**src/rtl/dl166_pkg.sv**
```systemverilog
// Shared constants and state encodings for the program loader and its UART receiver.
package dl166_pkg;

  localparam logic [7:0] SYNC_BYTE  = 8'hA5;
  localparam int         PROG_DEPTH = 16;
  localparam int         ADR_W      = 4;

  typedef enum logic [1:0] {
    IDLE,
    LOAD,
    CHECK
  } ld_state_e;

  typedef enum logic [1:0] {
    RX_IDLE,
    RX_START,
    RX_DATA,
    RX_STOP
  } rx_state_e;

endpackage

```
**src/rtl/uart_rx.sv**
```systemverilog
// 8N1 UART receiver: 2-flop synchronizer, mid-bit sampling, one-cycle valid/framing-error strobes.
// Strobes fire on the mid-stop-bit sample; there is no backpressure, the consumer must take the byte then.
module uart_rx #(
  parameter int CLKS_PER_BIT = 434
) (
  input  logic       clk,
  input  logic       reset,
  input  logic       rxd,
  output logic [7:0] rx_byte,
  output logic       rx_valid,
  output logic       rx_ferr
);
  import dl166_pkg::*;

  localparam int            CW        = $clog2(CLKS_PER_BIT);
  localparam logic [CW-1:0] HALF_LAST = CW'(CLKS_PER_BIT / 2 - 1);
  localparam logic [CW-1:0] BIT_LAST  = CW'(CLKS_PER_BIT - 1);

  logic          sync1_q, sync2_q, prev_q;
  rx_state_e     state_q, state_d;
  logic [CW-1:0] tick_q, tick_d;
  logic [2:0]    bit_q, bit_d;
  logic [7:0]    shift_q, shift_d;

  always_ff @(posedge clk) begin
    if (!reset) begin
      sync1_q <= 1'b1;
      sync2_q <= 1'b1;
      prev_q  <= 1'b1;
      state_q <= RX_IDLE;
      tick_q  <= '0;
      bit_q   <= '0;
      shift_q <= '0;
    end else begin
      sync1_q <= rxd;
      sync2_q <= sync1_q;
      prev_q  <= sync2_q;
      state_q <= state_d;
      tick_q  <= tick_d;
      bit_q   <= bit_d;
      shift_q <= shift_d;
    end
  end

  always_comb begin
    state_d  = state_q;
    tick_d   = tick_q + 1'b1;
    bit_d    = bit_q;
    shift_d  = shift_q;
    rx_valid = 1'b0;
    rx_ferr  = 1'b0;
    case (state_q)
      RX_IDLE: begin
        tick_d = '0;
        if (prev_q && !sync2_q) state_d = RX_START;
      end
      RX_START: begin
        // A line already back high at mid start bit is a glitch, not a character.
        if (tick_q == HALF_LAST) begin
          tick_d  = '0;
          bit_d   = '0;
          state_d = sync2_q ? RX_IDLE : RX_DATA;
        end
      end
      RX_DATA: begin
        if (tick_q == BIT_LAST) begin
          tick_d  = '0;
          shift_d = {sync2_q, shift_q[7:1]};
          bit_d   = bit_q + 1'b1;
          if (bit_q == 3'd7) state_d = RX_STOP;
        end
      end
      RX_STOP: begin
        if (tick_q == BIT_LAST) begin
          tick_d   = '0;
          rx_valid = sync2_q;
          rx_ferr  = !sync2_q;
          state_d  = RX_IDLE;
        end
      end
      default: state_d = RX_IDLE;
    endcase
  end

  assign rx_byte = shift_q;

endmodule

```
**src/rtl/prog_loader.sv**
```systemverilog
// Program store for the 4-bit core: 16x8 RAM read combinationally, filled from a UART frame
// (sync, 16 data, checksum); the core is held in reset until a frame commits. No backpressure.
module prog_loader
  import dl166_pkg::*;
#(
  parameter int CLKS_PER_BIT = 434,
  parameter int TIMEOUT_CLKS = 20 * 434
) (
  input  logic             clk,
  input  logic             reset,
  input  logic             rxd,
  input  logic [ADR_W-1:0] adr,
  output logic [7:0]       dout,
  output logic             cpu_reset_n,
  output logic             loaded,
  output logic             err
);

  localparam int            TW       = $clog2(TIMEOUT_CLKS + 1);
  localparam logic [TW-1:0] TMO_LAST = TW'(TIMEOUT_CLKS - 1);
  localparam logic [ADR_W-1:0] CNT_LAST = ADR_W'(PROG_DEPTH - 1);

  logic [7:0] rx_byte;
  logic       rx_valid, rx_ferr;

  uart_rx #(
    .CLKS_PER_BIT(CLKS_PER_BIT)
  ) u_rx (
    .clk     (clk),
    .reset   (reset),
    .rxd     (rxd),
    .rx_byte (rx_byte),
    .rx_valid(rx_valid),
    .rx_ferr (rx_ferr)
  );

  ld_state_e        state_q, state_d;
  logic [ADR_W-1:0] cnt_q, cnt_d;
  logic [7:0]       sum_q, sum_d;
  logic [TW-1:0]    tmo_q, tmo_d;
  logic             crn_q, crn_d;
  logic             loaded_q, loaded_d;
  logic             err_q, err_d;
  logic             mem_we;
  logic [7:0]       mem_q [PROG_DEPTH];

  always_comb begin
    state_d  = state_q;
    cnt_d    = cnt_q;
    sum_d    = sum_q;
    tmo_d    = '0;
    crn_d    = crn_q;
    loaded_d = loaded_q;
    err_d    = err_q;
    mem_we   = 1'b0;
    case (state_q)
      IDLE: begin
        if (rx_valid && rx_byte == SYNC_BYTE) begin
          crn_d   = 1'b0;
          err_d   = 1'b0;
          cnt_d   = '0;
          sum_d   = '0;
          state_d = LOAD;
        end
      end
      LOAD, CHECK: begin
        tmo_d = tmo_q + 1'b1;
        // A byte arriving on the timeout cycle still counts.
        if (rx_valid) begin
          tmo_d = '0;
          if (state_q == LOAD) begin
            mem_we = 1'b1;
            sum_d  = sum_q + rx_byte;
            cnt_d  = cnt_q + 1'b1;
            if (cnt_q == CNT_LAST) state_d = CHECK;
          end else begin
            state_d = IDLE;
            if (rx_byte == sum_q) begin
              crn_d    = 1'b1;
              loaded_d = 1'b1;
            end else begin
              err_d = 1'b1;
            end
          end
        end else if (rx_ferr || tmo_q == TMO_LAST) begin
          err_d   = 1'b1;
          state_d = IDLE;
        end
      end
      default: state_d = IDLE;
    endcase
  end

  always_ff @(posedge clk) begin
    if (!reset) begin
      state_q  <= IDLE;
      cnt_q    <= '0;
      sum_q    <= '0;
      tmo_q    <= '0;
      crn_q    <= 1'b0;
      loaded_q <= 1'b0;
      err_q    <= 1'b0;
      for (int i = 0; i < PROG_DEPTH; i++) mem_q[i] <= '0;
    end else begin
      state_q  <= state_d;
      cnt_q    <= cnt_d;
      sum_q    <= sum_d;
      tmo_q    <= tmo_d;
      crn_q    <= crn_d;
      loaded_q <= loaded_d;
      err_q    <= err_d;
      if (mem_we) mem_q[cnt_q] <= rx_byte;
    end
  end

  assign dout        = mem_q[adr];
  assign cpu_reset_n = crn_q;
  assign loaded      = loaded_q;
  assign err         = err_q;

endmodule

```
**config.mk**
```make
export PLATFORM = sky130hd
export DESIGN_NAME = prog_loader
export DESIGN_NICKNAME = d
export VERILOG_FILES = /design/src/rtl/dl166_pkg.sv /design/src/rtl/uart_rx.sv /design/src/rtl/prog_loader.sv
export SDC_FILE = /design/constraint.sdc
export NUM_CORES = 1
export LEC_CHECK = 0
export BUFFER_PORTS_ARGS = -buffer_cell sky130_fd_sc_hd__buf_4
export CAP_MARGIN = 40
export CORE_UTILIZATION = 65
export CTS_CLUSTER_SIZE = 14
export DETAILED_ROUTE_END_ITERATION = 8
export HOLD_SLACK_MARGIN = 0.03
export PLACE_DENSITY = 0.82
export SLEW_MARGIN = 20
export SYNTH_ARGS = -nofsm -noshare
export SYNTH_HDL_FRONTEND = slang
export SYNTH_SLANG_ARGS = --single-unit
```
**constraint.sdc**
```tcl
create_clock -name clk -period 3.7 [get_ports clk]
set_input_delay 0.37 -clock clk [delete_from_list [all_inputs] [get_ports clk]]
set_output_delay 0.37 -clock clk [all_outputs]
set_load 0.1 [all_outputs]
```
==> results.sh <==
export IMPL_clock_fmax_mhz=350
export IMPL_boundaryPins=18
export IMPL_worst_hold_startpoint="rxd"
export IMPL_clock_skew_ns=0.00719
export IMPL_root_buffer="clkbuf_16"
export IMPL_p_sw_w=0.00110
export IMPL_cp_end_kind="flip-flop"
export IMPL_clkPwrFrac=0.406
export IMPL_avgSynthCellArea_um2=12.4
export IMPL_swShare=0.247
export IMPL_gr_total_overflow=0
export IMPL_antennaDiodeCount=0
export IMPL_gr_usage_all_layers=0.309
export IMPL_die_h_um=119
export IMPL_arrival_ns=3.20
export IMPL_yosysTopAreaCell="edfxtp_1"
export IMPL_rows=42
export IMPL_cap_viol_max_count=0
export IMPL_die_w_um=119
export IMPL_drive_above_1_share=0.165
export IMPL_fp_dieArea_um2=14000
export IMPL_critical_path_top_delay_family="simple AND/OR/NAND/NOR gates"
export IMPL_clock_sinks=184
export IMPL_cts_tree="built"
export IMPL_first_iter_violations=512
export IMPL_timing_rr_start="state_q[0]"
export IMPL_p_int_w=0.00335
export IMPL_p_total_w=0.00445
export IMPL_whs_ns=0.114
export IMPL_hold_path_class="primary input to flip-flop"
export IMPL_yosys_area_top_type_share=0.436
export IMPL_finalCriticalPeriod_ns=2.86
export IMPL_hold_buffers=0
export IMPL_netlist_top_cells_area="edfxtp_1 44%, dfxtp_1 13%, mux4_2 10%"
export IMPL_grt_pass1_vias=5698
export IMPL_synth_nets=742
export IMPL_setup_viol=0
export IMPL_path_buf_inv=3
export IMPL_vias=5802
export IMPL_outcome="finished, final reports clean"
export IMPL_yosysUniqueCellTypes=53
export IMPL_fin_nets=770
export IMPL_comb_power_share=0.074
export IMPL_yosysWarnings=0
export IMPL_slowest_stage="or4_1"
export IMPL_final_common_cell="and2_1"
export IMPL_hold_viol_final=0
export IMPL_worstReg2RegEnd="sum_q[7]"
export IMPL_final_cell_mix="129 x and2_1, 128 x edfxtp_1, 56 x dfxtp_1"
export IMPL_final_max_slew_viol_count=0
export IMPL_antenna_left=0
export IMPL_fin_area_um2=9800
export IMPL_cp_common_cell="inv_1"
export IMPL_avgViaCountPerCell=6.25
export IMPL_cp_max_fo=15
export IMPL_io_buffers=17
export IMPL_yosys_register_bits=184
export IMPL_final_period_utilization=0.772
export IMPL_rsz0062_at_grt="no"
export IMPL_cp_start_kind="flip-flop"
export IMPL_timing_slew_headroom=0.425
export IMPL_worstRegToRegCells=8
export IMPL_netlist_area_um2=8820
export IMPL_ctsResizeCount=0
export IMPL_power_leakage_nw=3.38
export IMPL_start_util=0.666
export IMPL_crit_required_ns=4.04
export IMPL_hpwlAfterDp_um=14300
export IMPL_power_per_cell_area_nw_per_um2=454
export IMPL_post_cts_setup_buffers=0
export IMPL_yosysSeqAreaShare=0.563
export IMPL_drtPass1Iterations=5
export IMPL_crit_type="flip-flop to flip-flop"
export IMPL_clk_latency_ns=0.44
export IMPL_drt_total_wl_um=20400
export IMPL_antenna_found_initial=0
export IMPL_numCtsBuffers=17
export IMPL_nFillCells=869
export IMPL_tightest_slew_ns=0.861
export IMPL_clk_path_buf_depth=2
export IMPL_clk_pin_slew_worst_paths_ns=0.07
export IMPL_gp_congestion=0.885
export IMPL_drc_errors=0
export IMPL_areaGrowthSynthToFinish_pct=11.1
export IMPL_async_flop_share=0
export IMPL_synth_edf_count=128
export IMPL_sequentialPowerShare=0.520
export IMPL_peakVddDrop_mv=0.347
export IMPL_core_area_um2=13200
export IMPL_grt_max_degree=33
export IMPL_synthCells=711
export IMPL_critPathMaxStageDelay_ns=0.61
export IMPL_tns_ns=0
export IMPL_ys_flop_type="edfxtp_1"
export IMPL_min_path_cells=2
export IMPL_post_drt_wl_per_cell_um=22.0
export IMPL_htreeDepth=4
export IMPL_r2r_slack_ns=0.84
export IMPL_grt_first_pass_wirelength_um=31800
export IMPL_hold_end="u_rx.sync1_q"
export IMPL_cp_cell_sequence="inv_1, ha_1, buf_4, inv_1, o2111ai_1, or2_1, or4_1, a31oi_1"
export IMPL_postPlaceCellArea_um2=9220
## cell usage after synthesis (2+ instances only)
master and count:
nor3_2 2, o2111ai_1 3, o311a_1 2, edfxtp_1 128, o21bai_1 2, mux4_2 40, ha_1 23, xor2_1 14
nand4_1 5, or2_2 2, and2_1 129, mux2i_1 3, nor2_1 51, nand4b_1 4, nor3_1 7, a31oi_1 2
nor4_1 3, buf_1 4, o211ai_1 4, buf_2 4, a21oi_1 27, nand3b_1 5, and4_1 3, nand3_1 31
inv_1 19, o21ai_0 25, nand4bb_1 2, and3_1 8, nand2b_1 5, o31ai_1 3, clkbuf_1 23, nand2_1 41
nor2b_1 4, dfxtp_1 56, xnor2_1 9
## metal layers
metal	global-route usage	part of all wire	routed length, µm
met4	0.152	0.040	806
met1	0.371	0.37	7590
met2	0.533	0.52	10600
met5	0	0	0
met3	0.0608	0.069	1400
## worst register-to-register path: stages (launching register included)
cell	delay, ns
dfxtp_1	0.38
inv_1	0.06
ha_1	0.42
buf_4	0.24
inv_1	0.14
o2111ai_1	0.26
or2_1	0.45
or4_1	0.61
a31oi_1	0.19
## cell families after synthesis
| logic type | Yosys count | synth area share |
|---|---|---|
| compound gates | 72 | 0.0489 |
| xor+xnor | 23 | 0.0228 |
| fa+ha+maj | 24 | 0.0349 |
| buf+inv | 52 | 0.0235 |
| flops | 184 | 0.563 |
| mux | 43 | 0.105 |
| simple gates | 313 | 0.202 |
## how the worst max path moves through the flow
| stage | startpoint | slack [ns] | depth (start not counted) | to |
|---|---|---|---|---|
| 3_5_place_dp | state_q[0] | 0.95 | 8 | sum_q[7] |
| 5_1_grt | state_q[0] | 0.70 | 8 | sum_q[7] |
| 6_report | state_q[0] | 0.84 | 8 | sum_q[7] |
| 3_3_place_gp | state_q[0] | 1.10 | 8 | sum_q[7] |
| 2_1_floorplan | adr[0] | 1.17 | 4 | dout[0] |
| 4_1_cts | state_q[0] | 0.90 | 8 | sum_q[7] |
## flip-flops by register name (all words and copies together) (netlist names), named ones only
signal and count:
cnt_q 4, cpu_reset_n 1, err 1, loaded 1, mem_q 128, state_q 2, sum_q 8, tmo_q 14
u_rx.bit_q 3, u_rx.prev_q 1, u_rx.rx_byte 8, u_rx.state_q 1, u_rx.sync1_q 1, u_rx.sync2_q 1, u_rx.tick_q 9
## area by class of cell
type                       instances  area [µm²]  share of cell area
clock buffer                      17         425              0.0434
clock inverter                    15         156              0.0160
inverter                          20        75.1             0.00766
multi-input combinational        475        3650               0.373
sequential                       184        4960               0.507
tap                              176         220              0.0225
timing repair buffer              41         308              0.0314
## power groups by stage
stage	Combinational (W)	Sequential (W)	Clock [W]
5_1_grt	0.000347	0.00232	0.00189
2_1_floorplan	0.000257	0.00233	0
4_1_cts	0.000329	0.00231	0.00181
3_3_place_gp	0.000318	0.00236	0
3_5_place_dp	0.000328	0.00236	0
6_report	0.000329	0.00231	0.00181
## per-stage QoR
step                instances  utilization  worst slack (ns)
finish                    928        0.740             0.843
global route              928        0.740             0.701
CTS                       928        0.740             0.901
detailed placement        896        0.696             0.950
global placement          896        0.696              1.10
floorplan                 711            -              1.17
No activity file was read; power rests on OpenSTA's default activity.
